## src/rtl/hazard_pkg.sv

```systemverilog
// Shared types for the pipeline hazard controller: operand-forward selects,
// controller FSM states and the hard-wired zero register index.
package hazard_pkg;

    typedef enum logic [1:0] {
        FWD_REG = 2'b00,
        FWD_W   = 2'b01,
        FWD_M   = 2'b10
    } fwd_sel_e;

    typedef enum logic [1:0] {
        RUN      = 2'b00,
        MEM_WAIT = 2'b01,
        FLUSH    = 2'b10
    } hz_state_e;

    localparam int unsigned X0 = '0;

endpackage

```

## src/rtl/hazard_fwd_sel.sv

```systemverilog
// Forwarding select for one E-stage source operand.
// The younger producer in M wins over W; x0 is never forwarded.
module hazard_fwd_sel
    import hazard_pkg::*;
#(
    parameter int unsigned RA_W = 5
) (
    input  logic [RA_W-1:0] rs_i,
    input  logic [RA_W-1:0] rd_m_i,
    input  logic [RA_W-1:0] rd_w_i,
    input  logic            reg_wr_m_i,
    input  logic            reg_wr_w_i,
    output logic [1:0]      sel_o
);

    fwd_sel_e sel;
    logic     hit_m;
    logic     hit_w;

    always_comb begin
        hit_m = reg_wr_m_i && (rd_m_i != RA_W'(X0)) && (rd_m_i == rs_i);
        hit_w = reg_wr_w_i && (rd_w_i != RA_W'(X0)) && (rd_w_i == rs_i);
        sel   = FWD_REG;
        if (hit_m) begin
            sel = FWD_M;
        end else if (hit_w) begin
            sel = FWD_W;
        end
    end

    assign sel_o = sel;

endmodule

```

## src/rtl/hazard_ctrl_unit.sv

```systemverilog
// Hazard, forwarding and stall controller for the 5-stage RV32I pipeline:
// M/W forwarding, load-use bubbles, branch squash, data-memory freeze, perf counters.
module hazard_ctrl_unit
    import hazard_pkg::*;
#(
    parameter int unsigned RA_W      = 5,
    parameter int unsigned FLUSH_CYC = 2,
    parameter int unsigned MEM_TMO   = 16,
    parameter int unsigned CNT_W     = 16
) (
    input  logic             clk,
    input  logic             rst,
    input  logic [RA_W-1:0]  rs1D,
    input  logic [RA_W-1:0]  rs2D,
    input  logic [RA_W-1:0]  rs1E,
    input  logic [RA_W-1:0]  rs2E,
    input  logic [RA_W-1:0]  rdE,
    input  logic [RA_W-1:0]  rdM,
    input  logic [RA_W-1:0]  rdW,
    input  logic             reg_wrE,
    input  logic             reg_wrM,
    input  logic             reg_wrW,
    input  logic             is_loadE,
    input  logic             br_taken,
    input  logic             dmem_req,
    input  logic             dmem_ack,
    output logic [1:0]       fwdA,
    output logic [1:0]       fwdB,
    output logic             stallF,
    output logic             stallD,
    output logic             stallE,
    output logic             stallM,
    output logic             flushD,
    output logic             flushE,
    output logic             bubbleW,
    output logic             mem_err,
    output logic [CNT_W-1:0] stall_cnt,
    output logic [CNT_W-1:0] flush_cnt
);

    localparam int unsigned TMR_W = $clog2(MEM_TMO + 1);

    hz_state_e        state_q, state_d;
    logic [TMR_W-1:0] timer_q, timer_d;
    logic [1:0]       fcnt_q,  fcnt_d;
    logic [CNT_W-1:0] stall_cnt_q, stall_cnt_d;
    logic [CNT_W-1:0] flush_cnt_q, flush_cnt_d;

    logic lu;
    logic mem_block;
    logic stall_f_c, stall_d_c, stall_e_c, stall_m_c;
    logic flush_d_c, flush_e_c, bubble_w_c, mem_err_c;
    logic any_stall;

    hazard_fwd_sel #(.RA_W(RA_W)) u_fwd_a (
        .rs_i       (rs1E),
        .rd_m_i     (rdM),
        .rd_w_i     (rdW),
        .reg_wr_m_i (reg_wrM),
        .reg_wr_w_i (reg_wrW),
        .sel_o      (fwdA)
    );

    hazard_fwd_sel #(.RA_W(RA_W)) u_fwd_b (
        .rs_i       (rs2E),
        .rd_m_i     (rdM),
        .rd_w_i     (rdW),
        .reg_wr_m_i (reg_wrM),
        .reg_wr_w_i (reg_wrW),
        .sel_o      (fwdB)
    );

    assign lu        = is_loadE && reg_wrE && (rdE != RA_W'(X0)) &&
                       ((rdE == rs1D) || (rdE == rs2D));
    assign mem_block = dmem_req && !dmem_ack;

    // Controls are decoded from the current state and inputs so that the
    // load-use and branch-squash actions land in the cycle the hazard is seen.
    always_comb begin
        state_d    = state_q;
        timer_d    = timer_q;
        fcnt_d     = fcnt_q;
        stall_f_c  = 1'b0;
        stall_d_c  = 1'b0;
        stall_e_c  = 1'b0;
        stall_m_c  = 1'b0;
        flush_d_c  = 1'b0;
        flush_e_c  = 1'b0;
        bubble_w_c = 1'b0;
        mem_err_c  = 1'b0;

        case (state_q)
            RUN: begin
                if (mem_block) begin
                    state_d = MEM_WAIT;
                    timer_d = '0;
                end else if (br_taken) begin
                    flush_d_c = 1'b1;
                    flush_e_c = 1'b1;
                    if (FLUSH_CYC > 1) begin
                        state_d = FLUSH;
                        fcnt_d  = 2'(FLUSH_CYC - 1);
                    end
                end else if (lu) begin
                    stall_f_c = 1'b1;
                    stall_d_c = 1'b1;
                    flush_e_c = 1'b1;
                end
            end

            MEM_WAIT: begin
                stall_f_c  = 1'b1;
                stall_d_c  = 1'b1;
                stall_e_c  = 1'b1;
                stall_m_c  = 1'b1;
                bubble_w_c = 1'b1;
                timer_d    = timer_q + TMR_W'(1);
                if (dmem_ack) begin
                    state_d = RUN;
                    timer_d = '0;
                end else if (timer_q == TMR_W'(MEM_TMO - 1)) begin
                    mem_err_c = 1'b1;
                    state_d   = RUN;
                    timer_d   = '0;
                end
            end

            FLUSH: begin
                flush_d_c = 1'b1;
                flush_e_c = 1'b1;
                // The branch target already sits in F, so dropping the
                // remaining squash cycles on a memory freeze is safe.
                if (mem_block) begin
                    state_d = MEM_WAIT;
                    timer_d = '0;
                    fcnt_d  = '0;
                end else if (fcnt_q <= 2'd1) begin
                    state_d = RUN;
                    fcnt_d  = '0;
                end else begin
                    fcnt_d = fcnt_q - 2'd1;
                end
            end

            default: begin
                state_d = RUN;
                timer_d = '0;
                fcnt_d  = '0;
            end
        endcase
    end

    assign stallF  = stall_f_c  && !rst;
    assign stallD  = stall_d_c  && !rst;
    assign stallE  = stall_e_c  && !rst;
    assign stallM  = stall_m_c  && !rst;
    assign flushD  = flush_d_c  && !rst;
    assign flushE  = flush_e_c  && !rst;
    assign bubbleW = bubble_w_c && !rst;
    assign mem_err = mem_err_c  && !rst;

    assign any_stall = stallF || stallD || stallE || stallM;

    always_comb begin
        stall_cnt_d = stall_cnt_q;
        flush_cnt_d = flush_cnt_q;
        if (any_stall && (stall_cnt_q != '1)) begin
            stall_cnt_d = stall_cnt_q + CNT_W'(1);
        end
        if (flushD && (flush_cnt_q != '1)) begin
            flush_cnt_d = flush_cnt_q + CNT_W'(1);
        end
    end

    always_ff @(posedge clk) begin
        if (rst) begin
            state_q     <= RUN;
            timer_q     <= '0;
            fcnt_q      <= '0;
            stall_cnt_q <= '0;
            flush_cnt_q <= '0;
        end else begin
            state_q     <= state_d;
            timer_q     <= timer_d;
            fcnt_q      <= fcnt_d;
            stall_cnt_q <= stall_cnt_d;
            flush_cnt_q <= flush_cnt_d;
        end
    end

    assign stall_cnt = stall_cnt_q;
    assign flush_cnt = flush_cnt_q;

endmodule

```

## config.mk

```make
export PLATFORM = sky130hd
export DESIGN_NAME = hazard_ctrl_unit
export DESIGN_NICKNAME = d
export VERILOG_FILES = /design/src/rtl/hazard_pkg.sv /design/src/rtl/hazard_fwd_sel.sv /design/src/rtl/hazard_ctrl_unit.sv
export SDC_FILE = /design/constraint.sdc
export NUM_CORES = 1
export LEC_CHECK = 0
export CAP_MARGIN = 10
export CORE_ASPECT_RATIO = 1.25
export CORE_UTILIZATION = 49
export DETAILED_ROUTE_END_ITERATION = 7
export PLACE_DENSITY = 0.85
export SKIP_LAST_GASP = 1
export SLEW_MARGIN = 5
export SYNTH_ARGS = -nofsm -noshare
export SYNTH_HDL_FRONTEND = slang
export SYNTH_SLANG_ARGS = --single-unit
```

## constraint.sdc

```tcl
create_clock -name clk -period 3.2 [get_ports clk]
set_clock_uncertainty 0.1 [all_clocks]
set_input_delay 0.32 -clock clk [delete_from_list [all_inputs] [get_ports clk]]
set_output_delay 0.32 -clock clk [all_outputs]
set_load 0.1 [all_outputs]
```

=== Yosys cells after proc, flatten, opt, wreduce, memory -nomap -nowiden ===
Cells that the tools add are included.

* Add/sub/neg operators: 4
* Order comparisons: 1
* Eq/ne operators: 17
* Mux-type cells: 34
* Bitwise logic cells: 1
* Reduce and logical (&&, ||, !) cells: 29

{| class="wikitable"
|+ Operators by type and width
! operator !! count
|-
| $add 16x1->16 const B || 2
|-
| $ne 16x16->1 const B || 2
|-
| $eq 5x5->1 || 6
|-
| $mux 2 || 12
|-
| $logic_and 1x1->1 || 17
|-
| $mux 5 || 3
|-
| $reduce_bool 5->1 || 3
|-
| $mux 1 || 13
|-
| $pmux 2 s3 || 2
|-
| $pmux 5 s2 || 1
|-
| $ne 3x3->1 const B || 3
|-
| $pmux 1 s2 || 3
|-
| $reduce_and 3->1 || 2
|-
| $add 5x1->5 const B || 1
|-
| $eq 5x4->1 const B || 1
|-
| $ne 2x2->1 const B || 2
|-
| $logic_or 1x1->1 || 3
|-
| $eq 2x1->1 const B || 1
|-
| $eq 2x2->1 const B || 1
|-
| $le 2x1->1 const B || 1
|-
| $logic_not 1->1 || 2
|-
| $logic_not 2->1 || 1
|-
| $ne 2x1->1 const B || 1
|-
| $reduce_or 2->1 || 1
|-
| 2 further kinds || 2
|}

* Flip-flop bits (word level): 41
* Bits of input ports: 44
* Output and inout bits: 44
* Logic and storage cells: 91

=== Longest topological paths before layout ===
* Depth after elaboration: 11
* Mapped depth: 9
* Depth with buffers taken out: 7

=== Hierarchy ===
Synthesis repeated with hierarchy kept, for this count alone.

* Cell total of the unflattened synthesis: 304
* Area, all modules: 2522.4 sq um

{| class="wikitable"
|+ Modules (own cells, without submodules)
! module !! instances !! cells each !! area an instance (sq um) !! sequential area each (sq um)
|-
| hazard_ctrl_unit || 1 || 262 || 2204.6 || 820.8
|-
| hazard_fwd_sel || 2 || 21 || 158.9 || 0.0
|}

=== Worst setup path after synthesis ===
No wires, ideal clock.

* Path kind: input to output
* From: input rdM[0]
* To: output fwdA[0]
* Data arrival time: 4.023 ns
* Data required time: 2.780 ns
* Path slack: -1.243 ns
* Cell stages on the path: 4
* Buffers on the path: 0
* Path through: or4_1 -> o21ai_1 -> nor4_1 -> nor4_1

* Word-level cells in the longest chain between the ends: 4
* Elaborated cells on any way between the ends: 5
* Classes of those cells: 1 x eq/ne; 1 x mux; 3 x reduce/logical

{| class="wikitable"
|+ Ends and longest elaborated chain
! element !! line !! RTL
|-
| from (decl) || hazard_ctrl_unit.sv:18 || <nowiki>input logic [RA_W-1:0] rdM,</nowiki>
|-
| $reduce_bool 5->1 || hazard_fwd_sel.sv:21 || <nowiki>hit_m = reg_wr_m_i && (rd_m_i != RA_W'(X0)) && (rd_m_i == rs_i);</nowiki>
|-
| $logic_and 1x1->1 || hazard_fwd_sel.sv:21 ||
|-
| $logic_and 1x1->1 (*) || hazard_fwd_sel.sv:21 ||
|-
| net u_fwd_a.hit_m || hazard_fwd_sel.sv:17 || <nowiki>logic hit_m;</nowiki>
|-
| $mux 2 (*) || hazard_fwd_sel.sv:24 || <nowiki>if (hit_m) begin</nowiki>
|-
| to (decl) || hazard_ctrl_unit.sv:27 || <nowiki>output logic [1:0] fwdA,</nowiki>
|}

Mark *: on every way through the listed nets, which the timed path passes. The rest lies on a longest branch.

=== Final worst setup path ===
* From: input rdM[3]
* To: output fwdA[0]

* Word-level cells in the longest chain between the ends: 4
* Elaborated cells on any way between the ends: 5
* Classes of those cells: 1 x eq/ne; 1 x mux; 3 x reduce/logical

{| class="wikitable"
|+ Ends and longest elaborated chain
! element !! line
|-
| $reduce_bool 5->1 || hazard_fwd_sel.sv:21
|-
| $logic_and 1x1->1 || hazard_fwd_sel.sv:21
|-
| $logic_and 1x1->1 (*) || hazard_fwd_sel.sv:21
|-
| $mux 2 (*) || hazard_fwd_sel.sv:24
|}

Every way passes the cells marked *; elsewhere a longest branch is shown, timed or not.

==> impl_results.html <==
<table>
<tr><th>Metric</th><th>Value</th></tr>
<tr><th colspan="2">Timing</th></tr>
<tr><td>Final Hold Vio Count</td><td>0</td></tr>
<tr><td>Worst slew pin tran</td><td>0.997 ns</td></tr>
<tr><td>Highest attainable clock frequency</td><td>372 MHz</td></tr>
<tr><td>Smallest hold slack</td><td>just under 0.4 ns</td></tr>
<tr><td>Setup-violating endpoint count in the final report</td><td>0</td></tr>
<tr><td>Post-route clock period utilization</td><td>0.840</td></tr>
<tr><td>Final period demand of the worst path</td><td>2.69 ns</td></tr>
<tr><td>Remaining max-slew budget at the tightest pin</td><td>0.333</td></tr>
<tr><td>Minimum setup slack in the final design</td><td>0.512 ns</td></tr>
<tr><td>Final Max Slew Viols</td><td>0</td></tr>
<tr><td>Unrepaired setup endpoints after global routing</td><td>false</td></tr>
<tr><th colspan="2">GRT</th></tr>
<tr><td>First-pass GRT wire length</td><td>10200 um</td></tr>
<tr><td>Vias in the first global route</td><td>2348</td></tr>
<tr><td>Number of antenna violations at the first check in global routing</td><td>0</td></tr>
<tr><td>Maximum number of pins on one net before global-route repair</td><td>22</td></tr>
<tr><td>Residual overflow from global routing</td><td>0</td></tr>
<tr><td>Total routing resource utilization after global routing</td><td>0.243</td></tr>
<tr><th colspan="2">CTS</th></tr>
<tr><td>Post-CTS Setup Repair Bufs</td><td>0</td></tr>
<tr><td>Number of hold buffers added after CTS</td><td>0</td></tr>
<tr><td>PostCTS Resize Cnt</td><td>0</td></tr>
<tr><td>Maximum level of the CTS H-tree</td><td>2</td></tr>
<tr><td>Post-CTS clock slew at the launch and capture registers of the worst setup and hold paths</td><td>0.07 ns</td></tr>
<tr><td>Clock tree from TritonCTS</td><td>done</td></tr>
<tr><td>Clock tree sinks</td><td>41</td></tr>
<tr><td>Buffer depth of the longest clock path</td><td>2</td></tr>
<tr><td>Clock tree root driver cell</td><td>clkbuf_8</td></tr>
<tr><td>Clock Latency Late Sink</td><td>0.29 ns</td></tr>
<tr><td>TritonCTS buffer count</td><td>5</td></tr>
<tr><th colspan="2">Yosys</th></tr>
<tr><td>Number of nets produced by synthesis</td><td>roughly 340</td></tr>
<tr><td>Combinational family with the most area after synthesis</td><td>simple AND/OR/NAND/NOR gates</td></tr>
<tr><td>Synthesized flop and latch total</td><td>just over 40</td></tr>
<tr><td>Simple-gate share of the synthesized area</td><td>0.297</td></tr>
<tr><td>EDFF count, synth</td><td>0</td></tr>
<tr><td>Fraction of synthesized area in multiplexers</td><td>0.0257</td></tr>
<tr><td>Synth Area in Adders</td><td>0.0151</td></tr>
<tr><td>Yosys warns</td><td>0</td></tr>
<tr><td>Share of the synthesized area in compound gates (AO/OA/AOI/OAI)</td><td>0.129</td></tr>
<tr><td>Post-synth ARST share</td><td>0</td></tr>
<tr><td>Primary flip-flop cell chosen by synthesis mapping</td><td>dfxtp_1</td></tr>
<tr><td>Portion of the post-synthesis area used by sequential elements</td><td>0.331</td></tr>
<tr><td>Number of distinct standard cells referenced by the synthesized netlist</td><td>a little under 50</td></tr>
<tr><td>Post-synthesis cell count</td><td>295</td></tr>
<tr><td>Post-synthesis instance area</td><td>~2500 um^2</td></tr>
<tr><td>Syn Area/Cell</td><td>approximately 8.4 um^2</td></tr>
<tr><td>Synth Area in XOR/XNOR</td><td>0.155</td></tr>
<tr><th colspan="2">Setup path</th></tr>
<tr><td>Type of element capturing the critical path</td><td>primary output</td></tr>
<tr><td>Crit start category</td><td>input pin</td></tr>
<tr><td>Critical-path top delay cell</td><td>or4_1</td></tr>
<tr><td>Signal arrival time at the worst endpoint</td><td>2.27 ns</td></tr>
<tr><td>Required @ worst endpoint</td><td>2.78 ns</td></tr>
<tr><td>Setup slack of the worst register-to-register path</td><td>0.78 ns</td></tr>
<tr><td>CP max stage delay</td><td>0.54 ns</td></tr>
<tr><td>Worst R2R Start</td><td>stall_cnt[6]</td></tr>
<tr><td>Capturing point of the worst reg2reg path</td><td>stall_cnt[13]</td></tr>
<tr><td>Setup CP Type</td><td>input pin to primary output</td></tr>
<tr><td>Kind of cell with the highest combined delay on the critical path</td><td>simple AND/OR/NAND/NOR gates</td></tr>
<tr><td>Register-to-Register Path Depth</td><td>7</td></tr>
<tr><td>Number of buffers and inverters on the critical path</td><td>2</td></tr>
<tr><td>Ordered cell list for the critical path</td><td>clkdlybuf4s50_1 -&gt; or4_1 -&gt; o21ai_1 -&gt; nor4_1 -&gt; nor4_2 -&gt; buf_12</td></tr>
<tr><td>CP Max Fanout</td><td>3</td></tr>
<tr><th colspan="2">Floorplanning</th></tr>
<tr><td>Die extent in x</td><td>approximately 66 um</td></tr>
<tr><td>Initial Util</td><td>0.517</td></tr>
<tr><td># IOs</td><td>slightly below 90</td></tr>
<tr><td>Number of cell rows</td><td>28</td></tr>
<tr><td>Placeable core area</td><td>4800 um^2</td></tr>
<tr><td>Die H</td><td>between 80 and 90 um</td></tr>
<tr><td>Total Die Area</td><td>5350 um^2</td></tr>
<tr><th colspan="2">Final layout</th></tr>
<tr><td>Final net count</td><td>426</td></tr>
<tr><td>Number of filler instances in the final layout</td><td>349</td></tr>
<tr><td>Fraction of final layout cells sized beyond drive strength 1</td><td>0.137</td></tr>
<tr><td>Area used by multi-input combinational logic</td><td>1570 um^2</td></tr>
<tr><td>Post-route insts no fill</td><td>440</td></tr>
<tr><td>Register area</td><td>just over 800 um^2</td></tr>
<tr><td>Diode insertion count for antenna repair</td><td>0</td></tr>
<tr><td>Final core utilization</td><td>0.755</td></tr>
<tr><td>Layout-stage area growth over the synthesis result</td><td>46.2%</td></tr>
<tr><th colspan="2">Power</th></tr>
<tr><td>Relative contribution of the clock network to total power</td><td>0.387</td></tr>
<tr><td>Cell internal power dissipation</td><td>about 940 uW</td></tr>
<tr><td>Total chip power</td><td>1.26 mW</td></tr>
<tr><td>Ratio of total power to cell area</td><td>348 nW/um^2</td></tr>
<tr><td>Peak supply drop</td><td>360 uV</td></tr>
<tr><td>Switch Pwr</td><td>326 uW</td></tr>
<tr><td>Share of total power consumed by net switching</td><td>0.258</td></tr>
<tr><td>Power share of the combinational group</td><td>0.198</td></tr>
<tr><td>Leakage power</td><td>1.32 nW</td></tr>
<tr><td>Portion of total power attributed to sequential cells</td><td>0.415</td></tr>
<tr><th colspan="2">Placed design</th></tr>
<tr><td>Dpl cells</td><td>432</td></tr>
<tr><td>Final Wtd Congestion</td><td>0.811</td></tr>
<tr><td>Worst Setup Slack post-DPL</td><td>between 0.4 and 0.5 ns</td></tr>
<tr><td>Dpl hpwl</td><td>4860 um</td></tr>
<tr><td>Total of buffers placed on input and output ports</td><td>87</td></tr>
<tr><th colspan="2">Drt</th></tr>
<tr><td>Routed length per placed instance</td><td>between 10 and 15 um</td></tr>
<tr><td>Iteration-0 DRC count of the detailed router</td><td>79</td></tr>
<tr><td>Routed vias</td><td>2501</td></tr>
<tr><td>Number of DRC violations after detailed routing</td><td>0</td></tr>
<tr><td>Via count normalized by instance count</td><td>5.68</td></tr>
<tr><td>Sum of routed wire length over all layers</td><td>roughly 6300 um</td></tr>
<tr><td>Number of detailed-routing iterations run before antenna repair</td><td>4</td></tr>
<tr><td>Post-DRT Antenna Nets</td><td>0</td></tr>
<tr><th colspan="2">Worst hold path</th></tr>
<tr><td>Worst Hold End</td><td>stall_cnt[14]</td></tr>
<tr><td>Kind of path behind the tightest hold check</td><td>flop to flop</td></tr>
<tr><td>Worst hold path stage count</td><td>2</td></tr>
<tr><td>Hold Startpoint</td><td>stall_cnt[14]</td></tr>
<tr><th colspan="2">Outcome</th></tr>
<tr><td>Result of the run</td><td>complete, no violations</td></tr>
<tr><th colspan="2">Job</th></tr>
<tr><td>Maximum Capacitance Violations</td><td>0</td></tr>
</table>
==> per-layer routing <==
metal  vias to the layer above  wire (um)  global-route usage
li1                       1239          -                   -
met1                      1157       2630               0.268
met2                        99       3060               0.432
met3                         6        573              0.0819
met4                         0         90              0.0761
met5                         -          0                   0
==> cell usage in the layout (no fill, tap or decap), types with 3 or more instances in the layout <==
master	count
clkdlybuf4s50_1	62
dfxtp_1	41
xor2_1	28
nor2_1	28
nand2_1	22
nand3_1	21
buf_4	20
xnor2_1	16
buf_12	12
a21oi_1	11
or4_1	9
nand4_1	9
and3_1	9
nor4_1	7
o311ai_1	6
o21ai_1	5
o41ai_1	5
clkbuf_8	5
nor3_1	4
or3_1	4
nor2b_1	4
nor2_2	3
mux2i_1	3
o21ai_0	3
o21a_1	3
mux2_1	3
ha_1	3
==> stage by stage <==
stage / setup TNS [ns] / area [um^2]
after floorplan: -0.0563 / 2510
after global placement: 0 / 3490
after detailed placement: 0 / 3490
after CTS: 0 / 3630
after global routing: 0 / 3630
final: 0 / 3630
==> cell type report <==
cell class	count	share of cell area
Inverter	3	0.00311
Clock inverter	3	0.0179
Multi-Input combinational cell	234	0.434
Tap cell	60	0.0207
Clock buffer	5	0.0190
Timing Repair Buffer	94	0.279
Sequential cell	41	0.226
==> how the worst max path moves through the flow <==
stage	from	cells past startpoint	endpoint
after CTS	rdM[3]	6	fwdA[0]
final	rdM[3]	6	fwdA[0]
after floorplan	rdM[0]	4	fwdA[0]
after global routing	rdM[0]	6	fwdA[0]
after detailed placement	dmem_ack	8	stall_cnt[9]
after global placement	dmem_ack	8	stall_cnt[9]
==> state kept, by name, summed over array words and instances, names as in the netlist <==
name	cells
state_q	2
timer_q	5
flush_cnt	16
fcnt_q	2
stall_cnt	16
==> power groups by stage <==
stage	clock [mW]	combinational (mW)	sequential, mW
2_1_floorplan	0	0.122	0.556
3_3_place_gp	0	0.247	0.536
3_5_place_dp	0	0.250	0.536
4_1_cts	0.499	0.252	0.524
5_1_grt	0.520	0.265	0.526
6_report	0.489	0.250	0.524
==> worst register-to-register path, stage by stage, from the launching register on <==
cell     delay, ns
dfxtp_1       0.43
and4_1        0.27
and3_1        0.25
nand4_1       0.16
nor2_2        0.41
buf_4         0.30
nor4_1        0.09
mux2_1        0.31
==> cell usage after synthesis (5+ instances only) <==
| library cell | count | share of area |
|---|---|---|
| dfxtp_1 | 41 | 0.33 |
| buf_4 | 6 | 0.018 |
| nor3_1 | 5 | 0.010 |
| o41ai_1 | 5 | 0.018 |
| clkbuf_1 | 6 | 0.0091 |
| xnor2_1 | 16 | 0.057 |
| nand4_1 | 9 | 0.023 |
| o21ai_1 | 5 | 0.010 |
| a21oi_1 | 11 | 0.022 |
| nor2_1 | 30 | 0.045 |
| and3_1 | 9 | 0.023 |
| xor2_1 | 28 | 0.099 |
| nor4_1 | 9 | 0.023 |
| nand3_1 | 21 | 0.042 |
| or4_1 | 9 | 0.027 |
| nand2_1 | 22 | 0.033 |
| o311ai_1 | 6 | 0.021 |
==> cells by family (layout without fill, tap and decap cells) <==
kind of cell               after synthesis  count (layout)
DFF                                     41              41
xor gates and xnor gates                44              44
and+or+nand+nor                        137             137
buffers and inverters                   20             105
adders and majority gates                3               3
AOI/OAI and AO/OA                       44              44
muxes                                    6               6
Power figures use the tool's default switching activity.
